File: config.mk
export PLATFORM = sky130hd
export DESIGN_NAME = seg_bcd_capture
export DESIGN_NICKNAME = d
export VERILOG_FILES = /design/src/rtl/seg_pkg.sv /design/src/rtl/seg_decode.sv /design/src/rtl/seg_bcd_capture.sv
export SDC_FILE = /design/constraint.sdc
export NUM_CORES = 1
export LEC_CHECK = 0
export CORE_UTILIZATION = 50
export DETAILED_ROUTE_END_ITERATION = 16
export PLACE_DENSITY = 0.71
export RECOVER_POWER = 100
export SKIP_LAST_GASP = 1
export SYNTH_ARGS = -nofsm -noshare
export SYNTH_HDL_FRONTEND = slang
export SYNTH_SLANG_ARGS = --single-unit
File: constraint.sdc
create_clock -name clk -period 5 [get_ports clk]
set_input_delay 0.75 -clock clk [delete_from_list [all_inputs] [get_ports clk]]
set_output_delay 0.75 -clock clk [all_outputs]
set_load 0.1 [all_outputs]
File: src/rtl/seg_pkg.sv
// Shared definitions for the seven-segment readback monitor:
// lit-segment patterns {a..g}, blank code and segment class.
package seg_pkg;

  localparam logic [6:0] LIT_0 = 7'b1111110;
  localparam logic [6:0] LIT_1 = 7'b0110000;
  localparam logic [6:0] LIT_2 = 7'b1101101;
  localparam logic [6:0] LIT_3 = 7'b1111001;
  localparam logic [6:0] LIT_4 = 7'b0110011;
  localparam logic [6:0] LIT_5 = 7'b1011011;
  localparam logic [6:0] LIT_6 = 7'b1011111;
  localparam logic [6:0] LIT_7 = 7'b1110000;
  localparam logic [6:0] LIT_8 = 7'b1111111;
  localparam logic [6:0] LIT_9 = 7'b1111011;
  localparam logic [6:0] LIT_BLANK = 7'b0000000;

  localparam logic [3:0] BCD_BLANK = 4'hF;

  typedef enum logic [1:0] {
    SC_DIGIT,
    SC_BLANK,
    SC_INVALID
  } seg_class_e;

endpackage

File: src/rtl/seg_decode.sv
// Combinational decode of an active-low segment pattern.
// Ports: seg_n (7, {a..g}) -> cls (class), bcd (4, 4'hF if not a digit).
module seg_decode
  import seg_pkg::*;
(
  input  logic [6:0] seg_n,
  output seg_class_e cls,
  output logic [3:0] bcd
);

  logic [6:0] lit;

  assign lit = ~seg_n;

  always_comb begin
    cls = SC_DIGIT;
    bcd = BCD_BLANK;
    unique case (lit)
      LIT_0:     bcd = 4'd0;
      LIT_1:     bcd = 4'd1;
      LIT_2:     bcd = 4'd2;
      LIT_3:     bcd = 4'd3;
      LIT_4:     bcd = 4'd4;
      LIT_5:     bcd = 4'd5;
      LIT_6:     bcd = 4'd6;
      LIT_7:     bcd = 4'd7;
      LIT_8:     bcd = 4'd8;
      LIT_9:     bcd = 4'd9;
      LIT_BLANK: cls = SC_BLANK;
      default:   cls = SC_INVALID;
    endcase
  end

endmodule

File: src/rtl/seg_bcd_capture.sv
// Passive monitor: rebuilds BCD digits from a multiplexed
// active-low 7-seg bus with per-position stability filtering.
// Ports: clk, rst (async, high), seg_n[6:0], dig_sel[N-1:0],
// err_clr -> digits_out[4N-1:0], digit_valid[N-1:0], err, update.
module seg_bcd_capture
  import seg_pkg::*;
#(
  parameter int NUM_DIGITS = 6,
  parameter int SAMPLE_DIV = 50,
  parameter int STABLE_CNT = 4
) (
  input  logic                    clk,
  input  logic                    rst,
  input  logic [6:0]              seg_n,
  input  logic [NUM_DIGITS-1:0]   dig_sel,
  input  logic                    err_clr,
  output logic [4*NUM_DIGITS-1:0] digits_out,
  output logic [NUM_DIGITS-1:0]   digit_valid,
  output logic                    err,
  output logic                    update
);

  localparam int DW = $clog2(SAMPLE_DIV);
  localparam int CW = $clog2(STABLE_CNT + 1);
  localparam int PW =
    (NUM_DIGITS > 1) ? $clog2(NUM_DIGITS) : 1;

  logic [6:0]            seg_q;
  logic [NUM_DIGITS-1:0] sel_q;
  logic [DW-1:0]         div_q;
  logic [3:0]            cand [NUM_DIGITS];
  logic [CW-1:0]         cnt  [NUM_DIGITS];
  logic [3:0]            dig  [NUM_DIGITS];

  seg_class_e    cls;
  logic [3:0]    bcd;
  logic          tick;
  logic          hit;
  logic [PW-1:0] pos;
  logic [CW-1:0] cnt_p;
  logic [CW-1:0] nxt_cnt;
  logic          same;
  logic          commit;
  logic          err_set;

  seg_decode u_dec (
    .seg_n (seg_q),
    .cls   (cls),
    .bcd   (bcd)
  );

  assign tick = (div_q == DW'(SAMPLE_DIV - 1));
  assign hit  = tick && $onehot(sel_q);

  always_comb begin
    pos = '0;
    for (int i = 0; i < NUM_DIGITS; i++)
      if (sel_q[i]) pos = PW'(i);
  end

  assign cnt_p = cnt[pos];
  assign same  = (bcd == cand[pos]);

  // A valid sample always becomes the candidate, so the
  // committed value (when it happens) is simply bcd.
  always_comb begin
    nxt_cnt = CW'(1);
    if (same) begin
      if (cnt_p == CW'(STABLE_CNT)) nxt_cnt = cnt_p;
      else nxt_cnt = cnt_p + CW'(1);
    end
  end

  assign err_set = hit && (cls == SC_INVALID);
  assign commit  = hit && (cls != SC_INVALID)
                && (nxt_cnt == CW'(STABLE_CNT))
                && (bcd != dig[pos]);

  always_ff @(posedge clk or posedge rst) begin
    if (rst) begin
      seg_q       <= '1;
      sel_q       <= '0;
      div_q       <= '0;
      digit_valid <= '0;
      err         <= 1'b0;
      update      <= 1'b0;
      for (int i = 0; i < NUM_DIGITS; i++) begin
        cand[i] <= BCD_BLANK;
        cnt[i]  <= '0;
        dig[i]  <= BCD_BLANK;
      end
    end else begin
      seg_q  <= seg_n;
      sel_q  <= dig_sel;
      div_q  <= tick ? '0 : div_q + DW'(1);
      update <= commit;
      if (err_set) err <= 1'b1;
      else if (err_clr) err <= 1'b0;
      if (hit) begin
        if (cls == SC_INVALID) begin
          cnt[pos] <= '0;
        end else begin
          cand[pos] <= bcd;
          cnt[pos]  <= nxt_cnt;
        end
      end
      if (commit) begin
        dig[pos]         <= bcd;
        digit_valid[pos] <= (bcd != BCD_BLANK);
      end
    end
  end

  always_comb begin
    digits_out = '0;
    for (int i = 0; i < NUM_DIGITS; i++)
      digits_out[4*i +: 4] = dig[i];
  end

endmodule

==> impl_metrics.yaml <==
status:
  status: "finished with violations"
  violations: "capacitance limit, slew limit"
logic_synthesis:
  yosysWarnings: 0
  yosysTopAreaCell: "dfstp_2"
  syn_area_per_cell_um2: 11.7
  synth.top_cell.area_share_pct: 29.7
  mappedNetlistArea_um2: 4870
  synth-edff-count: 0
  synth_seq_cells: 93
  yosys-top-cells-area: "dfstp_2 30%, dfrtp_1 20%, mux2_2 14%"
  synthMuxAreaShare_pct: 16.8
  async_flop_share_pct: 100
  synthAdderAreaFrac_pct: 2.52
  ys_types: 69
  synth_compound_area_share_pct: 10.5
  synth-simple-area-share_pct: 15.1
  syn_inst: 417
  synth_top_family_by_area: "multiplexers"
  syn_nets: 441
  synthXorXnorAreaFrac_pct: 2.16
  yosysSeqAreaShare_pct: 49.2
  synthFlopType: "dfstp_2"
setup_path:
  cp.required_ns: 5.30
  cp.arrival_ns: 4.27
  endpoint_kind: "flop"
  rr_startpoint: "sel_q[3]"
  worst-setup-path-type: "flop to flop"
  critPathMaxStageDelay_ns: 0.65
  crit_fanout: 13
  cp_cell_sequence: "fa_1 -> inv_1 -> fa_1 -> inv_1 -> ha_1 -> inv_1 -> fa_1 -> and4_1 -> o21ai_0 -> a41oi_4 -> nand4_1 -> mux2_1"
  start_kind: "flop"
  worstReg2RegEnd: "digits_out[9]"
  reg2regPathDepth: 12
  regToRegSetupSlack_ns: 1.03
  cp_slowest_cell: "dfrtp_1"
floorplanning:
  die_area_um2: 10100
  ios: 48
  die_w_um: 101
  rows: 35
  start_util_pct: 52.2
  die_y_um: 101
  fp.coreArea_um2: 9330
drt:
  wl_per_cell_um: 18.2
  via_per_inst: 5.70
  final_antenna_net_count: 0
  first_pass_iters: 5
  drtIter0Drc: 197
  wirelength_mm: 10.8
  num_vias: 3377
  post-route-drc-count: 0
pwr:
  pwr_density_cell_nw_per_um2: 250
  power_mw: 1.38
  peakVddDrop_mv: 0.143
  p_leak_nw: 2.39
place:
  gp_congestion: 0.787
  placed_cell_area_um2: 5420
  dpl.hpwl_mm: 7.63
  io_buffers: 47
grt:
  grt_max_degree: 58
  grt_pass1_wl_mm: 17.7
  grt-ovfl-total: 0
  globalRouteTotalUtil_pct: 22.9
  antenna_found_initial: 0
  grt_pass1_vias: 3310
sta:
  fin_setup_tns_ns: 0
  period_share_pct: 79.5
  hold_viol_final: 0
  finClkSkew_ns: 0.0162
  worst_pin_slew_ns: 2.43
  drv_slew: 58
  max-slew-margin-rel_pct: -63.0
  max_freq_mhz: 252
  setup_viol: 0
  min_period_ns: 3.97
  rsz0062_at_grt: "no"
job:
  max_cap_violations: 1
final_layout:
  diodes: 0
  drive_gt1_share_pct: 32.4
  fin_area_um2: 5530
  area_growth_pct: 13.4
  nNetsFinal: 482
hold_path:
  hold_path.class: "flop to flop"
  hold_start: "div_q[0]"
  hold_path_depth: 1
  hold_path_end: "div_q[0]"
clock_tree:
  clk_pin_slew_worst_paths_ns: 0.10
  cts.htree.levels: 3
  cts_tree: "built"
  cts_setup_buffers: 0
  cts_resized: 0
  cts_root_buffer: "clkbuf_8"
  holdBufCountCts: 0
  cts_buffer_depth: 2
  clock_sinks: 93
  numCtsBuffers: 9
  clock_latency_ns: 0.37
[Yosys cell counts (6+ instances only)]
cell type / number
o21ai_0: 12
dfrtp_1: 38
nor2_1: 35
nand2_1: 23
mux2_2: 61
a21oi_1: 23
o221ai_1: 6
inv_1: 16
dfstp_2: 55
nor2b_1: 8
xnor2_1: 8
buf_2: 9
clkbuf_1: 7
nor3_1: 7
mux2i_1: 12
[power by group]
part / internal, mW / switching (mW) / leakage [nW]
clock network: 0.187 / 0.292 / 0.0842
registers: 0.762 / 0.0121 / 1.07
logic: 0.0480 / 0.0803 / 1.24
[flip-flops by register name, indices dropped and copies added (netlist names)]
signal	count
cand	24
digits_out	24
cnt	18
seg_q	7
digit_valid	6
div_q	6
sel_q	6
err	1
update	1
[cell usage in the layout, fill, tap and decap left out, types with 2 or more instances in the layout]
master and n:
a211o_1 2, a21oi_1 23, a221o_1 2, and2_1 3
and3_1 2, and4_1 2, buf_4 4, clkbuf_8 9
clkinvlp_4 3, dfrtp_1 38, dfstp_2 54, dlygate4sd3_1 46
fa_1 3, ha_1 5, inv_1 15, inv_6 2
mux2_2 61, mux2i_1 12, nand2_1 23, nand2b_1 2
nand3_1 9, nand3b_1 4, nand4_1 4, nor2_1 35
nor2b_1 8, nor3_1 7, nor3b_1 5, nor4_1 2
o21ai_0 12, o221ai_1 6, o22ai_1 3, o31ai_1 3
or2_2 2, or3_1 3, xnor2_1 8, xor2_1 4
[layout make-up]
| cell class | instances | area [µm²] |
|---|---|---|
| Clock buffer | 9 | 124 |
| Clock inverter | 7 | 56.3 |
| Fill cell | 778 | 3800 |
| Inverter | 16 | 61.3 |
| Multi-Input combinational cell | 286 | 2220 |
| Sequential cell | 93 | 2400 |
| Tap cell | 129 | 161 |
| Timing Repair Buffer | 52 | 505 |
[worst max path at each step]
stage | from | to | slack (ns) | depth (start not counted)
2_1_floorplan | sel_q[3] | digit_valid[5] | 1.38 | 13
6_report | sel_q[3] | digits_out[9] | 1.03 | 12
5_1_grt | sel_q[3] | digits_out[9] | 0.78 | 12
3_5_place_dp | sel_q[3] | digit_valid[5] | 0.99 | 12
4_1_cts | sel_q[3] | digit_valid[5] | 0.99 | 12
3_3_place_gp | sel_q[3] | digit_valid[5] | 1.09 | 12
[worst max-delay path, delay by kind of cell (launching register included)]
family	cells	cell delay [ns]
multiplexers	1	0.40
buffers and inverters	3	0.19
AND/OR/NAND/NOR	2	0.60
flip-flops	1	0.65
AO/OA/AOI/OAI	2	0.55
adder cells (fa/ha/maj)	4	1.51
[kinds of logic (layout without fill, tap and decap cells)]
group                    count (synthesis)  count (layout)
flip-flops                              93              93
XOR/XNOR                                12              12
multiplexers                            74              74
adder cells (fa/ha/maj)                  8               8
buffers and inverters                   38              84
AO/OA/AOI/OAI                           70              70
AND/OR/NAND/NOR                        122             122
[per-layer routing]
layer | GRT usage [%] | routed length [µm] | vias up
met5 | 0 | 0 | -
met4 | 6.58 | 114 | 0
met3 | 3.61 | 404 | 11
met2 | 35.8 | 5290 | 82
met1 | 33.2 | 4980 | 1704
li1 | - | - | 1580
[stage by stage]
stage	util (%)	hold WS (ns)	worst slack, ns	cells
finish	59.2	0.492	1.03	592
floorplan	-	0.461	1.38	417
CTS	60.0	0.498	0.989	592
global route	59.2	0.516	0.777	592
global placement	58.1	0.478	1.09	576
detailed placement	58.1	0.484	0.991	576
No activity file was read; power rests on OpenSTA's default activity.
==> variant (same flow settings) <==
Set the parameter `NUM_DIGITS` to 5 (it was 6).
--- a/src/rtl/seg_bcd_capture.sv
+++ b/src/rtl/seg_bcd_capture.sv
@@ -5,7 +5,7 @@
 module seg_bcd_capture
   import seg_pkg::*;
 #(
-  parameter int NUM_DIGITS = 6,
+  parameter int NUM_DIGITS = 5,
   parameter int SAMPLE_DIV = 50,
   parameter int STABLE_CNT = 4
 ) (
Ports: changed (resized dig_sel, digit_valid and digits_out); port bits go from 48 to 42. No check against the original RTL was run, so the function may have changed too.
==> variant against the unedited design <==
- the flow finishes with violations (max-capacitance violations)
- area after synthesis shrank 14%
- sequential cell count is 13 lower
- fmax fell by 5.6%
- setup slack lost 0.24 ns
- sequential power fell by 13%
- total power decreased by 2.1%
- final area decreased by 12%
- worst hold slack worse by 0.020 ns
- routed wire length shrank 12%
- clock skew down 0.0083 ns
- critical endpoint is now digits_out[10]$_DFFE_PP1P_
- largest cell class unchanged
- highest routed layer unchanged
==> variant: results (changes against the unedited design) <==
metric;value;unit;change
Layout clock area frac;5.06;%;was 3.26%
Non-clk invs;19;;was 16
overall routing resource usage;23.5;%;was 22.9%
Worst-Margin Slew;1.50;ns;was 2.43 ns
worst-path fanout max;22;;was 13
Non-clk bufs;47;;was 52
Fillers;708;;was 778
nets;455;;was 482
Net Sw Power;316;uW;was 384 uW
DRT Pass-1 Iters;6;;was 5
WL final;9510;um;was 10,800 um
top area cells in the synthesized netlist;dfstp_2 (29%), dfrtp_1 (20%), a31oi_1 (4.8%), mux2_2 (4.6%), nand2_1 (4.2%);;was dfstp_2 (30%), dfrtp_1 (20%), mux2_2 (14%), nor2_1 (2.7%), mux2i_1 (2.5%)
clock skew;0.00783;ns;was 0.0162 ns
Post-Synth Adder-Cell Area;2.44;%;was 2.52%
Port Buffer Count;41;;was 47
first-pass GRT wire length;15500;um;was 17,700 um
post-synthesis compound-gate area fraction;16.2;%;was 10.5%
clk sink count;80;;was 93
sequential logic power;670;uW;was 774 uW
maximum VDD drop;137;uV;was 143 uV
share of the yosys chip area belonging to registers;49.1;%;was 49.2%
Clock Power Share;43.2;%;was 34.7%
DR vias;3185;;was 3,377
failing checks;max-capacitance violations;;was max-capacitance violations, max-slew violations
multi-input combinational gate total;276;;was 286
synth cell count leaders;dfstp_2 (47), nand2_1 (47), dfrtp_1 (33);;was mux2_2 (61), dfstp_2 (55), dfrtp_1 (38)
drt first-iter violations;203;;was 197
multi-input gate share of total cell area;38.8;%;was 40.2%
fraction of area in registers;42.5;%;was 43.4%
Detail Placement HPWL;6390;um;was 7630 um
Leak;2.09;nW;was 2.39 nW
CLK BUF;11;;was 9
status;finished, violations left;;unchanged
number of global-route vias before repair;3033;;was 3,310
Reg clk slew, reported paths;0.08;ns;was 0.10 ns
layout cell share with drive strength beyond 1;22.1;%;was 32.4%
maxcap violations;1;;unchanged
[variant: changes by cell type in the layout (fill, tap and decap cells not counted), moves of 5 or more]
cell	before	now
a21oi_1	23	13
a31oi_1	1	32
dfrtp_1	38	33
dfstp_2	54	47
dlygate4sd3_1	46	40
mux2_2	61	17
nand2_1	23	47
nor2_1	35	15
nor2b_1	8	3
o21ai_0	12	22
o221ai_1	6	0
[variant: per-stage QoR]
step	cell area (um2)	setup WS [ns]	std cells	hold WS [ns]	power (mW)
after floorplan	4200	1.94	403	0.440	0.750
after detailed placement	4640	1.26	527	0.461	0.782
final	4850	0.791	543	0.472	1.35
after global routing	4850	0.612	543	0.495	1.40
after global placement	4640	1.36	527	0.450	0.780
after CTS	4890	1.24	543	0.473	1.36
[variant: routing by layer]
layer	GRT usage [%]	wire [um]	vias up
li1	-	-	1511
met3	4.39	334	10
met5	0	0	-
met1	32.6	4500	1610
met2	37.3	4550	54
met4	7.05	117	0
[variant: final timing paths]
check | start | end | slack [ns] | cells past startpoint
hold reg to reg | cand[2]$_DFFE_PP1P_ | cand[2]$_DFFE_PP1P_ | 0.47 | 2
setup / recovery | sel_q[1]$_DFF_PP0_ | digits_out[10]$_DFFE_PP1P_ | 0.79 | 11
max in group asynchronous | rst | cand[5]$_DFFE_PP1P_ | 2.44 | 3
hold / removal | cand[2]$_DFFE_PP1P_ | cand[2]$_DFFE_PP1P_ | 0.47 | 2
min in group asynchronous | rst | div_q[0]$_DFF_PP0_ | 1.27 | 2
setup reg to reg | sel_q[1]$_DFF_PP0_ | digits_out[10]$_DFFE_PP1P_ | 0.79 | 11
[variant: logic make-up (layout without fill, tap and decap cells)]
logic type,after synthesis,in the layout
xor+xnor,11,11
buf+inv,47,82
fa+ha+maj,7,7
simple gates,124,124
compound gates,103,103
mux,31,31
flops,80,80
